File: src/rtl/adc_cap_pkg.sv
// Shared types and defaults for the ADC capture controller.
// Holds the state encoding, default widths and the maximum frame depth.
package adc_cap_pkg;

  localparam int DEF_DATA_W = 8;
  localparam int DEF_OFS_W  = 10;
  localparam int unsigned DEF_DEPTH = 32'd1 << DEF_OFS_W;

  typedef enum logic [2:0] {
    ST_IDLE,
    ST_ARM,
    ST_CAPTURE,
    ST_HOLDOFF,
    ST_WAIT_ACK
  } state_e;

  // Largest frame a bank of 2**ofs_w samples can hold.
  function automatic int unsigned depth_max(input int ofs_w);
    return 32'd1 << ofs_w;
  endfunction

endpackage

File: src/rtl/adc_capture_ctrl_if.sv
// Buffer write port and frame handshake between capture control and its consumer.
// master drives the writes and frame_ready; slave returns frame_ack.
interface adc_capture_ctrl_if
  import adc_cap_pkg::*;
#(
  parameter int DATA_W = DEF_DATA_W,
  parameter int OFS_W  = DEF_OFS_W
);
  logic              buf_wr;
  logic [OFS_W:0]    buf_addr;
  logic [DATA_W-1:0] buf_data;
  logic              frame_ready;
  logic              frame_bank;
  logic [OFS_W:0]    frame_len;
  logic              frame_ack;

  modport master (
    output buf_wr, buf_addr, buf_data, frame_ready, frame_bank, frame_len,
    input  frame_ack
  );

  modport slave (
    input  buf_wr, buf_addr, buf_data, frame_ready, frame_bank, frame_len,
    output frame_ack
  );
endinterface

File: src/rtl/adc_trig_detect.sv
// Level-crossing trigger comparator on unsigned samples, purely combinational.
// Rising: prev below level and current at/above it; falling is the mirror image.
module adc_trig_detect
  import adc_cap_pkg::*;
#(
  parameter int DATA_W = DEF_DATA_W
) (
  input  logic [DATA_W-1:0] prev_i,
  input  logic [DATA_W-1:0] cur_i,
  input  logic [DATA_W-1:0] level_i,
  input  logic              rise_i,
  output logic              hit_o
);
  assign hit_o = rise_i ? ((prev_i < level_i) && (cur_i >= level_i))
                        : ((prev_i > level_i) && (cur_i <= level_i));
endmodule

File: src/rtl/adc_capture_ctrl.sv
// Triggered ADC frame capture into a ping-pong buffer; one-cycle registered write latency.
// A completed frame waits in WAIT_ACK (samples dropped, overrun set) while the previous frame is unacknowledged.
module adc_capture_ctrl
  import adc_cap_pkg::*;
#(
  parameter int DATA_W = DEF_DATA_W,
  parameter int OFS_W  = DEF_OFS_W
) (
  input  logic              adc_clk,
  input  logic              rst_n,
  input  logic [DATA_W-1:0] adc_data,
  input  logic              adc_data_valid,
  input  logic              cfg_trig_en,
  input  logic              cfg_trig_rise,
  input  logic [DATA_W-1:0] cfg_trig_level,
  input  logic [OFS_W:0]    cfg_depth,
  input  logic [31:0]       cfg_holdoff,
  adc_capture_ctrl_if.master bus,
  output logic              busy,
  output logic              overrun
);
  localparam logic [OFS_W:0] MAX_DEPTH = (OFS_W+1)'(depth_max(OFS_W));

  state_e            state_q, state_d;
  logic [OFS_W-1:0]  offset_q, offset_d;
  logic              bank_q, bank_d;
  logic [31:0]       hold_cnt_q, hold_cnt_d;
  logic [DATA_W-1:0] prev_q, prev_d;
  logic              buf_wr_q, buf_wr_d;
  logic [OFS_W:0]    buf_addr_q, buf_addr_d;
  logic [DATA_W-1:0] buf_data_q, buf_data_d;
  logic              frame_ready_q, frame_ready_d;
  logic              frame_bank_q, frame_bank_d;
  logic [OFS_W:0]    frame_len_q, frame_len_d;
  logic              overrun_q, overrun_d;
  logic              trig_en_q, trig_en_d;
  logic              rise_q, rise_d;
  logic [DATA_W-1:0] level_q, level_d;
  logic [OFS_W:0]    depth_q, depth_d;
  logic [31:0]       holdoff_q, holdoff_d;

  logic trig_hit, ack_acc, last, accept, present, latch_cfg;

  adc_trig_detect #(.DATA_W(DATA_W)) u_trig (
    .prev_i  (prev_q),
    .cur_i   (adc_data),
    .level_i (level_q),
    .rise_i  (rise_q),
    .hit_o   (trig_hit)
  );

  assign ack_acc = bus.frame_ack && frame_ready_q;
  assign last    = ({1'b0, offset_q} == (depth_q - (OFS_W+1)'(1)));

  always_comb begin
    state_d       = state_q;
    offset_d      = offset_q;
    bank_d        = bank_q;
    hold_cnt_d    = hold_cnt_q;
    prev_d        = adc_data_valid ? adc_data : prev_q;
    buf_wr_d      = 1'b0;
    buf_addr_d    = buf_addr_q;
    buf_data_d    = buf_data_q;
    frame_ready_d = frame_ready_q && !ack_acc;
    frame_bank_d  = frame_bank_q;
    frame_len_d   = frame_len_q;
    overrun_d     = overrun_q;
    trig_en_d     = trig_en_q;
    rise_d        = rise_q;
    level_d       = level_q;
    depth_d       = depth_q;
    holdoff_d     = holdoff_q;
    accept        = 1'b0;
    present       = 1'b0;
    latch_cfg     = 1'b0;

    case (state_q)
      ST_IDLE: begin
        state_d   = ST_ARM;
        latch_cfg = 1'b1;
      end
      ST_ARM:     accept = adc_data_valid && (!trig_en_q || trig_hit);
      ST_CAPTURE: accept = adc_data_valid;
      ST_HOLDOFF: begin
        if (hold_cnt_q >= holdoff_q) begin
          state_d   = ST_ARM;
          latch_cfg = 1'b1;
        end else begin
          hold_cnt_d = hold_cnt_q + 32'd1;
        end
      end
      ST_WAIT_ACK: present = ack_acc;
      default:     state_d = ST_IDLE;
    endcase

    if (accept) begin
      buf_wr_d   = 1'b1;
      buf_data_d = adc_data;
      buf_addr_d = {bank_q, offset_q};
      if (last) begin
        offset_d = '0;
        // An ack landing on the completion edge frees the old frame in time.
        if (!frame_ready_q || ack_acc) begin
          present = 1'b1;
        end else begin
          state_d   = ST_WAIT_ACK;
          overrun_d = 1'b1;
        end
      end else begin
        offset_d = offset_q + OFS_W'(1);
        state_d  = ST_CAPTURE;
      end
    end

    if (present) begin
      frame_ready_d = 1'b1;
      frame_bank_d  = bank_q;
      frame_len_d   = depth_q;
      bank_d        = !bank_q;
      hold_cnt_d    = '0;
      state_d       = ST_HOLDOFF;
    end

    if (latch_cfg) begin
      trig_en_d = cfg_trig_en;
      rise_d    = cfg_trig_rise;
      level_d   = cfg_trig_level;
      depth_d   = ((cfg_depth == '0) || (cfg_depth > MAX_DEPTH)) ? MAX_DEPTH : cfg_depth;
      holdoff_d = cfg_holdoff;
    end
  end

  always_ff @(posedge adc_clk) begin
    if (!rst_n) begin
      state_q       <= ST_IDLE;
      offset_q      <= '0;
      bank_q        <= 1'b0;
      hold_cnt_q    <= '0;
      prev_q        <= '0;
      buf_wr_q      <= 1'b0;
      buf_addr_q    <= '0;
      buf_data_q    <= '0;
      frame_ready_q <= 1'b0;
      frame_bank_q  <= 1'b0;
      frame_len_q   <= '0;
      overrun_q     <= 1'b0;
      trig_en_q     <= 1'b0;
      rise_q        <= 1'b0;
      level_q       <= '0;
      depth_q       <= MAX_DEPTH;
      holdoff_q     <= '0;
    end else begin
      state_q       <= state_d;
      offset_q      <= offset_d;
      bank_q        <= bank_d;
      hold_cnt_q    <= hold_cnt_d;
      prev_q        <= prev_d;
      buf_wr_q      <= buf_wr_d;
      buf_addr_q    <= buf_addr_d;
      buf_data_q    <= buf_data_d;
      frame_ready_q <= frame_ready_d;
      frame_bank_q  <= frame_bank_d;
      frame_len_q   <= frame_len_d;
      overrun_q     <= overrun_d;
      trig_en_q     <= trig_en_d;
      rise_q        <= rise_d;
      level_q       <= level_d;
      depth_q       <= depth_d;
      holdoff_q     <= holdoff_d;
    end
  end

  assign bus.buf_wr      = buf_wr_q;
  assign bus.buf_addr    = buf_addr_q;
  assign bus.buf_data    = buf_data_q;
  assign bus.frame_ready = frame_ready_q;
  assign bus.frame_bank  = frame_bank_q;
  assign bus.frame_len   = frame_len_q;
  assign busy            = (state_q != ST_IDLE) && (state_q != ST_ARM);
  assign overrun         = overrun_q;
endmodule

File: src/flat_wrapper.sv
// flat-port wrapper written by rule: the top's interface ports become plain ports
module adc_capture_ctrl_flat import adc_cap_pkg::*;
#(
  parameter int DATA_W = DEF_DATA_W,
  parameter int OFS_W  = DEF_OFS_W
)
  (adc_clk, rst_n, adc_data, adc_data_valid, cfg_trig_en, cfg_trig_rise, cfg_trig_level, cfg_depth, cfg_holdoff, busy, overrun, bus_buf_wr, bus_buf_addr, bus_buf_data, bus_frame_ready, bus_frame_bank, bus_frame_len, bus_frame_ack);
  adc_capture_ctrl_if #(.DATA_W(DATA_W), .OFS_W(OFS_W)) bus_i ();
  input  logic adc_clk;
  input  logic rst_n;
  input  logic [DATA_W-1:0] adc_data;
  input  logic adc_data_valid;
  input  logic cfg_trig_en;
  input  logic cfg_trig_rise;
  input  logic [DATA_W-1:0] cfg_trig_level;
  input  logic [OFS_W:0] cfg_depth;
  input  logic [31:0] cfg_holdoff;
  output logic busy;
  output logic overrun;
  output wire logic [$bits(bus_i.buf_wr)-1:0] bus_buf_wr;
  output wire logic [$bits(bus_i.buf_addr)-1:0] bus_buf_addr;
  output wire logic [$bits(bus_i.buf_data)-1:0] bus_buf_data;
  output wire logic [$bits(bus_i.frame_ready)-1:0] bus_frame_ready;
  output wire logic [$bits(bus_i.frame_bank)-1:0] bus_frame_bank;
  output wire logic [$bits(bus_i.frame_len)-1:0] bus_frame_len;
  input wire logic [$bits(bus_i.frame_ack)-1:0] bus_frame_ack;
  assign bus_buf_wr = bus_i.buf_wr;
  assign bus_buf_addr = bus_i.buf_addr;
  assign bus_buf_data = bus_i.buf_data;
  assign bus_frame_ready = bus_i.frame_ready;
  assign bus_frame_bank = bus_i.frame_bank;
  assign bus_frame_len = bus_i.frame_len;
  assign bus_i.frame_ack = bus_frame_ack;
  adc_capture_ctrl #(.DATA_W(DATA_W), .OFS_W(OFS_W)) u_core (.adc_clk(adc_clk), .rst_n(rst_n), .adc_data(adc_data), .adc_data_valid(adc_data_valid), .cfg_trig_en(cfg_trig_en), .cfg_trig_rise(cfg_trig_rise), .cfg_trig_level(cfg_trig_level), .cfg_depth(cfg_depth), .cfg_holdoff(cfg_holdoff), .bus(bus_i), .busy(busy), .overrun(overrun));
endmodule
File: config.mk
export PLATFORM = sky130hd
export DESIGN_NAME = adc_capture_ctrl_flat
export DESIGN_NICKNAME = d
export VERILOG_FILES = /design/src/rtl/adc_cap_pkg.sv /design/src/rtl/adc_capture_ctrl_if.sv /design/src/rtl/adc_trig_detect.sv /design/src/rtl/adc_capture_ctrl.sv /design/src/flat_wrapper.sv
export SDC_FILE = /design/constraint.sdc
export NUM_CORES = 1
export LEC_CHECK = 0
export CAP_MARGIN = 10
export CELL_PAD_IN_SITES_DETAIL_PLACEMENT = 0
export CELL_PAD_IN_SITES_GLOBAL_PLACEMENT = 1
export CORE_UTILIZATION = 37
export CTS_CLUSTER_DIAMETER = 150
export DETAILED_ROUTE_END_ITERATION = 12
export GPL_TIMING_DRIVEN = 0
export PLACE_DENSITY_LB_ADDON = 0.3
export SYNTH_ARGS = -nofsm -noshare
export SYNTH_HDL_FRONTEND = slang
export SYNTH_SLANG_ARGS = --single-unit
File: constraint.sdc
create_clock -name adc_clk -period 3.02 [get_ports adc_clk]
set_input_delay 0.906 -clock adc_clk [delete_from_list [all_inputs] [get_ports adc_clk]]
set_output_delay 0.906 -clock adc_clk [all_outputs]
set_load 0.005 [all_outputs]
* Word level (Yosys, flattened, before mapping) *
Index checks and enable logic that the tools add are counted.

word-level totals
  flip-flop bits (word level) = 141

operators by class
  $add $sub $neg = 3
  order comparisons = 6
  equal/unequal tests = 6
  muxes and demuxes = 18
  bitwise logic cells = 3
  reductions and logical operators = 20

operators with widths
  cell                                                                    count
  32-bit by 1-bit adder with 32-bit output (second input constant)        1
  32-bit greater-or-equal comparator                                      1
  3-bit two-way mux                                                       4
  10-bit by 11-bit equality test with 1-bit output                        1
  11-bit greater-than comparator (second input constant)                  1
  11-bit zero test                                                        1
  11-bit two-way mux                                                      1
  11-bit by 1-bit subtractor with 11-bit output (second input constant)   1
  10-bit by 1-bit adder with 10-bit output (second input constant)        1
  10-bit two-way mux                                                      1
  3-bit case mux with 3 select lines                                      1
  8-bit greater-or-equal comparator                                       1
  8-bit greater-than comparator                                           1
  8-bit less-or-equal comparator                                          1
  8-bit less-than comparator                                              1
  1-bit two-way mux                                                       8
  3-bit by 2-bit equality test with 1-bit output (second input constant)  2
  1-bit logical AND                                                       6
  1-bit zero test                                                         4
  1-bit case mux with 2 select lines                                      2
  3-bit by 1-bit equality test with 1-bit output (second input constant)  1
  3-bit equality test (second input constant)                             1
  3-bit zero test                                                         1
  1-bit logical OR                                                        3
  other kinds (8)                                                         10

* Logic depth before layout (Yosys ltp) *
Gate-level depths: netlist (run 1).

  depth in word-level cells = 8
  depth in mapped cells = 12
  mapped depth without buffers = 10

* Hierarchy *
A second synthesis (run 1) with hierarchy kept.

second synthesis, totals
  cells, all modules = 910
  area total of the unflattened synthesis = 7,161.9 µm²

modules (own cells, without submodules)
  module            instances  cells each  area an instance (µm²)  seq. area each (µm²)
  adc_capture_ctrl  1          856         6,761.5                 2,822.7
  adc_trig_detect   1          54          400.4                   0.0

* Worst setup path before layout (run 1) *
OpenSTA, ideal clock, no wires.

  kind = register -> register
  start point = register u_core.holdoff_q[17]
  end point = register u_core.hold_cnt_q[14]
  setup time = 0.066 ns
  data arrival time = 2.798 ns
  data required time = 2.954 ns
  setup slack = 0.156 ns
  cell stages (with the launch flop) = 12
  path buffers = 1
  path through = dfxtp_1 inv_1 ha_1 a21oi_2 o21ai_1 a221o_1 a2111o_1 nor4_2 nand2_2 buf_6 or3_1 a21oi_2

on the way
  cells in the longest elaborated chain, start to end = 3

ends and longest elaborated chain
  what                                  line                     source
  start: declaration                    adc_capture_ctrl.sv:40   logic [31:0] holdoff_q, holdoff_d;
  start signal: assignment              adc_capture_ctrl.sv:169  holdoff_q <= holdoff_d;
  32-bit greater-or-equal comparator    adc_capture_ctrl.sv:85   if (hold_cnt_q >= holdoff_q) begin
  1-bit NOT (no source line)            -
  2-bit AND reduction (no source line)  -
  end signal: assignment                adc_capture_ctrl.sv:156  hold_cnt_q <= hold_cnt_d;
  end: declaration                      adc_capture_ctrl.sv:27   logic [31:0] hold_cnt_q, hold_cnt_d;

Every way passes these cells.
A chain may end at the register's enable or synchronous reset.

* Worst setup path after layout (run 1) *
  start point = input port adc_data[3]
  end point = register u_core.hold_cnt_q[22]

on the way
  cells in the longest elaborated chain, start to end = 8

ends and longest elaborated chain
  what                                                                                        line                                          source
  start: declaration                                                                          flat_wrapper.sv:11                            input logic [DATA_W-1:0] adc_data;
  8-bit less-or-equal comparator / 8-bit greater-or-equal comparator (equally long branches)  adc_trig_detect.sv:15, adc_trig_detect.sv:14
  1-bit logical AND (on tied branches)                                                        adc_trig_detect.sv:15, adc_trig_detect.sv:14
  1-bit two-way mux *                                                                         adc_trig_detect.sv:14                         assign hit_o = rise_i ? ((prev_i < level_i) && (cur_i >= level_i))
  1-bit logical OR *                                                                          adc_capture_ctrl.sv:82                        ST_ARM: accept = adc_data_valid && (!trig_en_q || trig_hit);
  1-bit logical AND *                                                                         adc_capture_ctrl.sv:82
  1-bit case mux with 2 select lines *                                                        adc_capture_ctrl.sv:77                        case (state_q)
  1-bit two-way mux *                                                                         adc_capture_ctrl.sv:96                        if (accept) begin
  2-bit OR reduction (no source line) *                                                       -

Mark *: on every way between the ends. The rest lies on a longest branch, timed or not.

==> impl_metrics.py, run 1 <==
metrics = {
    "yosys": {
        "synth_area_leaders": "dfxtp_1, ha_1, nand2_1, a21oi_1, mux2i_1",
        "synth-main-ff-cell": "dfxtp_1",
        "ys_seq_elements": 141,
        "synth_top_area_share_pct": 39.09,
        "synth.distinct_cells": 59,
        "synth-async-reset-ratio_pct": 0,
        "yosysWarningCount": 0,
        "synth_area_um2": 7221,
        "syn_avg_cell_area_um2": 8.281,
        "yosys.area.top_type": "dfxtp_1",
        "synth_edf_count": 0,
        "syn_nets": 988,
        "synth_seq_area_share_pct": 39.09,
        "synthCells": 872,
    },
    "clocking": {
        "cts_root_buf": "clkbuf_16",
        "cts_tree": "yes",
        "postCtsHoldBufs": 0,
        "htreeDepth": 4,
        "clock-sinks": 141,
        "clkTransAtPathRegs_ns": 0.06,
        "clockBufferDepth": 2,
        "cts_made_buffers": 17,
        "clk_latency_ns": 0.43,
    },
    "floorplan": {
        "ios": 100,
        "dieArea_um2": 20080,
        "dieWidth_um": 141.7,
        "start_util_pct": 38.22,
        "fp.dieH_um": 141.7,
        "core_area_um2": 18890,
        "num_rows": 50,
    },
    "layout": {
        "final_area_um2": 9538,
        "area_delta_synth_final_pct": 32.09,
        "final_layout_size_suffix_gt1_share_pct": 11.97,
        "nets": 1122,
        "num_antenna_cells": 0,
        "final_util_pct": 50.48,
    },
    "timing": {
        "finalClockSkew_ns": 0.01149,
        "tightestPinTransition_ns": 0.6923,
        "final-hold-violation-count": 0,
        "fmax_mhz": 337.7,
        "fin_ws_ns": 0.05851,
        "tns_ns": 0,
        "relSlewSlack_pct": 53.85,
        "slew_viol_final": 0,
        "finalCritPeriodShare_pct": 98.06,
        "period_needed_ns": 2.961,
        "rsz0062_at_grt": "yes",
        "setup_violations": 0,
    },
    "global_route": {
        "grt_pass1_vias": 5912,
        "antenna_found_initial": 0,
        "grt_pass1_wl_um": 29840,
        "grt_max_degree": 17,
        "grtUsageTotal_pct": 19.00,
        "overflow": 0,
    },
    "placed_design": {
        "dp_hpwl_um": 13240,
        "place_area_um2": 8527,
        "pre_cts_ws_ns": -0.8553,
        "port_buffers": 98,
        "gp_congestion": 0.7694,
    },
    "setup_path": {
        "critPathLaunchType": "primary input",
        "path_buf_inv": 2,
        "critPathMaxFanout": 10,
        "max_stage_delay_ns": 0.50,
        "crit_chain": "clkdlybuf4s50_1 -> ha_1 -> o211ai_1 -> a21o_1 -> a211o_1 -> nand3_4 -> a31oi_4 -> o21ai_4 -> clkbuf_4 -> nor2_1",
        "cp.arrival_ns": 3.27,
        "worst_path_max_delay_cell": "clkdlybuf4s50_1",
        "setup.worst_path.class": "in2reg",
        "worst-endpoint-required_ns": 3.33,
        "critPathTopFamily": "compound AO/OA/AOI/OAI gates",
        "critPathCaptureType": "register",
    },
    "drt": {
        "wire_per_inst_um": 14.32,
        "wl_um": 18320,
        "dr.pass1.iters": 4,
        "drc": 0,
        "viasPerCell": 4.907,
        "ant_nets": 0,
        "num_vias": 6276,
        "drtIter0Drc": 307,
    },
    "worst_hold_path": {
        "hp-class": "reg2reg",
    },
    "flow_run": {
        "maxCapViolCount": 0,
    },
    "power_and_ir_drop": {
        "p_leak_nw": 3.689,
        "ir_drop_mv": 0.4874,
        "powerDensity_nw_per_um2": 747.0,
    },
    "run_status": {
        "status": "complete, no violations",
    },
}
[layout by cell type (no fill, tap or decap), types with 22 or more instances in the layout]
cell type          n
clkbuf_1          24
ha_1              45
buf_4             26
nor2_1            76
clkdlybuf4s50_1   94
a21oi_1           72
nor2b_1           23
nand2_1          115
inv_1             58
nand3_1           30
dfxtp_1          134
mux2i_1           33
o21ai_0           22
[layout make-up]
class / instances / area [µm²]
buffer: 40 / 197.7
clock buffer: 20 / 446.7
clock inverter: 12 / 143.9
fill: 1830 / 9355
inverter: 58 / 217.7
multi-input combinational: 628 / 4219
sequential: 141 / 2831
tap: 260 / 325.3
timing repair buffer: 120 / 1156
[metal layers]
metal | up-vias | part of all wire [%] | global-route usage (%)
met1 | 2860 | 51 | 26.48
met3 | 10 | 4.0 | 4.084
met5 | - | 0 | 0
met2 | 128 | 44 | 29.22
met4 | 0 | 0.96 | 5.772
li1 | 3278 | - | -
[sequential cells by signal, indices dropped and copies added, names as in the netlist, 3 cells and up]
signal and flops:
u_core.holdoff_q 32, u_core.bus.buf_data 8, u_core.level_q 8, u_core.state_q 3, u_core.bus.frame_len 11, u_core.depth_q 11
u_core.hold_cnt_q 32, u_core.prev_q 8, u_core.offset_q 10, u_core.bus.buf_addr 11
[stage by stage]
step	hold WS (ns)	cells	total power, mW
4_1_cts	0.4533	1274	7.059
3_5_place_dp	0.4452	1230	4.760
5_1_grt	0.4609	1279	7.651
2_1_floorplan	0.4310	872	4.050
3_3_place_gp	0.4433	1230	4.739
6_report	0.4511	1279	7.124
[logic make-up after synthesis]
group                      after synthesis  share of synthesized area (%)
AOI/OAI and AO/OA                      172                          15.02
xor gates and xnor gates                32                          3.881
buffers and inverters                  104                          5.736
DFF                                    141                          39.09
muxes                                   33                          4.575
adders and majority gates               51                          8.837
and+or+nand+nor                        339                          22.86
[where the power goes]
group / internal [mW] / switching [mW] / leakage, nW
combinational: 1.07 / 1.44 / 2.24
sequential: 2.25 / 0.242 / 1.15
clock: 1.31 / 0.811 / 0.290
[Yosys cell counts, drive strengths merged, types with 6 or more instances]
| library cell | number |
|---|---|
| and3 | 9 |
| nand3 | 33 |
| ha | 51 |
| dfxtp | 141 |
| xnor2 | 20 |
| a22o | 7 |
| nand2 | 117 |
| nor4 | 6 |
| xor2 | 12 |
| o21ai | 27 |
| nor3 | 12 |
| or3 | 14 |
| nand4 | 19 |
| a31oi | 6 |
| a21oi | 81 |
| a21boi | 15 |
| inv | 58 |
| nor2b | 23 |
| nor2 | 80 |
| buf | 10 |
| mux2i | 33 |
| clkbuf | 36 |
[worst min-delay path, stage by stage (launching register included)]
cell and delay [ns]:
dfxtp_1 0.30, nand2_1 0.05, a21oi_1 0.05
[what timing repair did]
item | CTS | global route
resized for setup | 32 | 41
pin swaps | 10 | 23
setup endpoints to repair | 117 | 118
setup buffers | 13 | 9
cloned | 0 | 1
[worst paths after layout]
| kind | slack, ns | from | to | cells after the start |
|---|---|---|---|---|
| max | 0.06 | adc_data[3] | u_core.hold_cnt_q[22]$_SDFFE_PP0P_ | 10 |
| min | 0.45 | u_core.holdoff_q[14]$_SDFFE_PN0P_ | u_core.holdoff_q[14]$_SDFFE_PN0P_ | 2 |
| max reg2reg | 0.10 | u_core.hold_cnt_q[19]$_SDFFE_PP0P_ | u_core.hold_cnt_q[28]$_SDFFE_PP0P_ | 8 |
| min reg2reg | 0.45 | u_core.holdoff_q[14]$_SDFFE_PN0P_ | u_core.holdoff_q[14]$_SDFFE_PN0P_ | 2 |
Note: power is estimated with default switching activity, not from simulation.
==> inputs of run 2 (changes only) <==
Settings changed: SYNTH_HIERARCHICAL from default to 1.
==> impl_metrics.py, run 2 <==
metrics = {
    "run_status": {
        "status": "finished with violations",
        "violations": "setup timing",
    },
    "power_and_ir_drop": {
        "ir_drop_mv": 0.4067,
        "p_leak_nw": 3.680,
        "powerDensity_nw_per_um2": 558.6,
    },
    "yosys": {
        "synth_top_area_share_pct": 39.41,
        "syn_avg_cell_area_um2": 7.870,
        "ys_seq_elements": 141,
        "yosys.area.top_type": "dfxtp_1",
        "synth_edf_count": 0,
        "yosysWarningCount": 6,
        "synth_seq_area_share_pct": 39.41,
        "synth_commonest_cells": "nand2_1, dfxtp_1, nor2_1",
        "synth-main-ff-cell": "dfxtp_1",
        "syn_nets": 1026,
        "yosysMostFrequentCell": "nand2_1",
        "synth_area_leaders": "dfxtp_1, ha_1, nand2_1, a21oi_1, nor2_1",
        "synth.distinct_cells": 51,
        "synth_area_um2": 7162,
        "synthCells": 910,
        "synth-async-reset-ratio_pct": 0,
    },
    "layout": {
        "regArea_um2": 2823,
        "nFillCells": 1860,
        "nets": 1172,
        "reg_top3": "u_core/hold_cnt_q x32, u_core/holdoff_q x32",
        "num_antenna_cells": 0,
        "area_delta_synth_final_pct": 36.29,
        "final_area_um2": 9761,
        "final_cells": 1328,
        "multiInputGateArea_um2": 4218,
        "most-common-layout-cells": "nand2_1, dfxtp_1, nor2_1, clkdlybuf4s50_1, a21oi_1",
        "final_common_cell": "nand2_1",
        "final_layout_size_suffix_gt1_share_pct": 13.48,
    },
    "global_route": {
        "grt_max_degree": 17,
        "grtUsageTotal_pct": 19.56,
        "grt_pass1_wl_um": 30970,
        "antenna_found_initial": 0,
        "overflow": 0,
        "grt_pass1_vias": 6187,
    },
    "drt": {
        "viasPerCell": 4.951,
        "drtIter0Drc": 355,
        "wire_per_inst_um": 14.12,
        "ant_nets": 0,
        "num_vias": 6575,
        "wl_um": 18750,
        "dr.pass1.iters": 5,
        "drc": 0,
    },
    "setup_path": {
        "rrSetupSlack_ns": -0.04,
        "r2r-start": "u_core/level_q[6]$_SDFFE_PN0P_",
        "rr_endpoint": "u_core/hold_cnt_q[28]$_SDFFE_PP0P_",
        "critPathTopFamily": "simple AND/OR/NAND/NOR gates",
        "cp.depth": 18,
        "critPathMaxFanout": 5,
        "path_buf_inv": 5,
        "worst-endpoint-required_ns": 3.33,
        "critPathCaptureType": "register",
        "max_stage_delay_ns": 0.27,
        "setup.worst_path.class": "in2reg",
        "worst_path_max_delay_cell": "ha_1",
        "critPathLaunchType": "primary input",
        "r2r_cells": 17,
        "cp.arrival_ns": 3.53,
        "crit_chain": "buf_2 -> inv_1 -> ha_1 -> nand4_1 -> nor2_2 -> nor3_2 -> a211oi_2 -> o2bb2ai_1 -> nand2b_4 -> a21oi_4 -> nor4b_2 -> nand4b_1 -> o21ai_4 -> nand2b_4 -> clkbuf_16 -> buf_6 -> buf_6 -> nor2_2",
    },
    "worst_hold_path": {
        "min_from": "u_core/bus.frame_len[8]$_SDFFE_PN0P_",
        "hp-class": "reg2reg",
        "whs_path_depth": 2,
        "holdPathEnd": "u_core/bus.frame_len[8]$_SDFFE_PN0P_",
    },
    "flow_run": {
        "maxCapViolCount": 0,
    },
    "timing": {
        "setup_violations": 54,
        "final-hold-violation-count": 0,
        "tightestPinTransition_ns": 0.9928,
        "rsz0062_at_grt": "yes",
        "slew_viol_final": 0,
        "fin_ws_ns": -0.2024,
        "finalClockSkew_ns": 0.007215,
        "whs_ns": 0.4478,
        "period_needed_ns": 3.222,
        "finalCritPeriodShare_pct": 106.7,
        "fmax_mhz": 310.3,
        "relSlewSlack_pct": 33.67,
    },
    "clocking": {
        "htreeDepth": 4,
        "clk_latency_ns": 0.42,
        "postCtsHoldBufs": 0,
        "clockBufferDepth": 2,
        "cts_tree": "yes",
        "clock-sinks": 141,
        "cts_root_buf": "clkbuf_16",
        "cts_made_buffers": 17,
        "clkTransAtPathRegs_ns": 0.06,
    },
    "floorplan": {
        "start_util_pct": 38.03,
        "dieArea_um2": 19920,
        "num_rows": 50,
        "ios": 100,
        "fp.dieH_um": 141.1,
        "dieWidth_um": 141.1,
        "core_area_um2": 18830,
    },
    "placed_design": {
        "pre_cts_ws_ns": -1.294,
        "gp_congestion": 0.7767,
        "post-place-cells": 1268,
        "place_area_um2": 8547,
        "port_buffers": 98,
        "dp_hpwl_um": 13570,
    },
}
run 2: cell count changes after synthesis, sizes merged, moves of 12 or more:
cell	before	now
nand2	117	144
mux2i	33	10
xnor2	20	46
nor4	6	28
nor2	80	116
or3	14	2
a21boi	15	1
nor2b	23	7
run 2: power breakdown:
part	total (mW)	switching (mW)	internal, mW	leakage, nW
clock network	1.97	0.762	1.21	0.276
registers	2.17	0.120	2.05	1.15
logic	1.31	0.699	0.615	2.25
run 2: metal layers:
metal / vias to the layer above / part of all wire (%) / wire length [µm] / GRT usage, %
met4: 0 / 1.2 / 219 / 6.579
li1: 3402 / - / - / -
met2: 160 / 44 / 8265 / 30.61
met3: 19 / 4.4 / 833 / 3.601
met5: - / 0 / 0 / 0
met1: 2994 / 50 / 9436 / 26.94
run 2: final cells by class:
cell class | count | share of cell area (%)
sequential | 141 | 28.92
multi-input combinational | 664 | 43.21
clock buffer | 24 | 5.038
buffer | 49 | 3.410
clock inverter | 7 | 0.6409
timing repair buffer | 130 | 13.41
inverter | 53 | 2.038
tap | 260 | 3.333
run 2: worst max-delay path by stage:
| stage | startpoint | end | slack, ns |
|---|---|---|---|
| global route | adc_data[7] | u_core/hold_cnt_q[28]$_SDFFE_PP0P_ | -0.34 |
| finish | adc_data[0] | u_core/hold_cnt_q[28]$_SDFFE_PP0P_ | -0.20 |
| detailed placement | adc_data[7] | u_core/hold_cnt_q[31]$_SDFFE_PP0P_ | -1.29 |
| CTS | adc_data[1] | u_core/bus.frame_len[9]$_SDFFE_PN0P_ | -0.14 |
| floorplan | adc_data[1] | u_core/offset_q[5]$_SDFFE_PN0P_ | -0.23 |
| global placement | adc_data[1] | u_core/hold_cnt_q[31]$_SDFFE_PP0P_ | -1.29 |
run 2: logic make-up (layout without fill, tap and decap cells):
| group | Yosys count | in the layout | synth area share, % |
|---|---|---|---|
| and+or+nand+nor | 402 | 402 | 25.80 |
| buffers and inverters | 105 | 263 | 6.010 |
| AOI/OAI and AO/OA | 146 | 146 | 11.74 |
| xor gates and xnor gates | 55 | 55 | 6.726 |
| DFF | 141 | 141 | 39.41 |
| muxes | 10 | 10 | 1.398 |
| adders and majority gates | 51 | 51 | 8.910 |
run 2: per-stage QoR:
| step | setup TNS, ns | utilization, % | power, mW |
|---|---|---|---|
| 5_1_grt | -16.09 | 51.83 | 5.785 |
| 4_1_cts | -4.726 | 49.93 | 5.404 |
| 6_report | -7.293 | 51.83 | 5.452 |
| 3_3_place_gp | -96.34 | 45.39 | 3.325 |
| 3_5_place_dp | -95.30 | 45.39 | 3.343 |
| 2_1_floorplan | -10.70 | - | 2.969 |
run 2: what timing repair did:
action / CTS / global route
gates resized for setup: 75 / 83
pin swaps: 29 / 28
gates cloned: 1 / 2
buffers inserted: 14 / 15
endpoints found under the hold margin: 0 / 0
setup endpoints to repair: 133 / 131
run 2: worst register-to-register path: cells and delay by family, from the launching register on:
kind	cells	cell delay, ns
AO/OA/AOI/OAI	4	0.66
adder cells (fa/ha/maj)	1	0.28
buffers and inverters	4	0.45
flip-flops	1	0.33
AND/OR/NAND/NOR	8	1.24
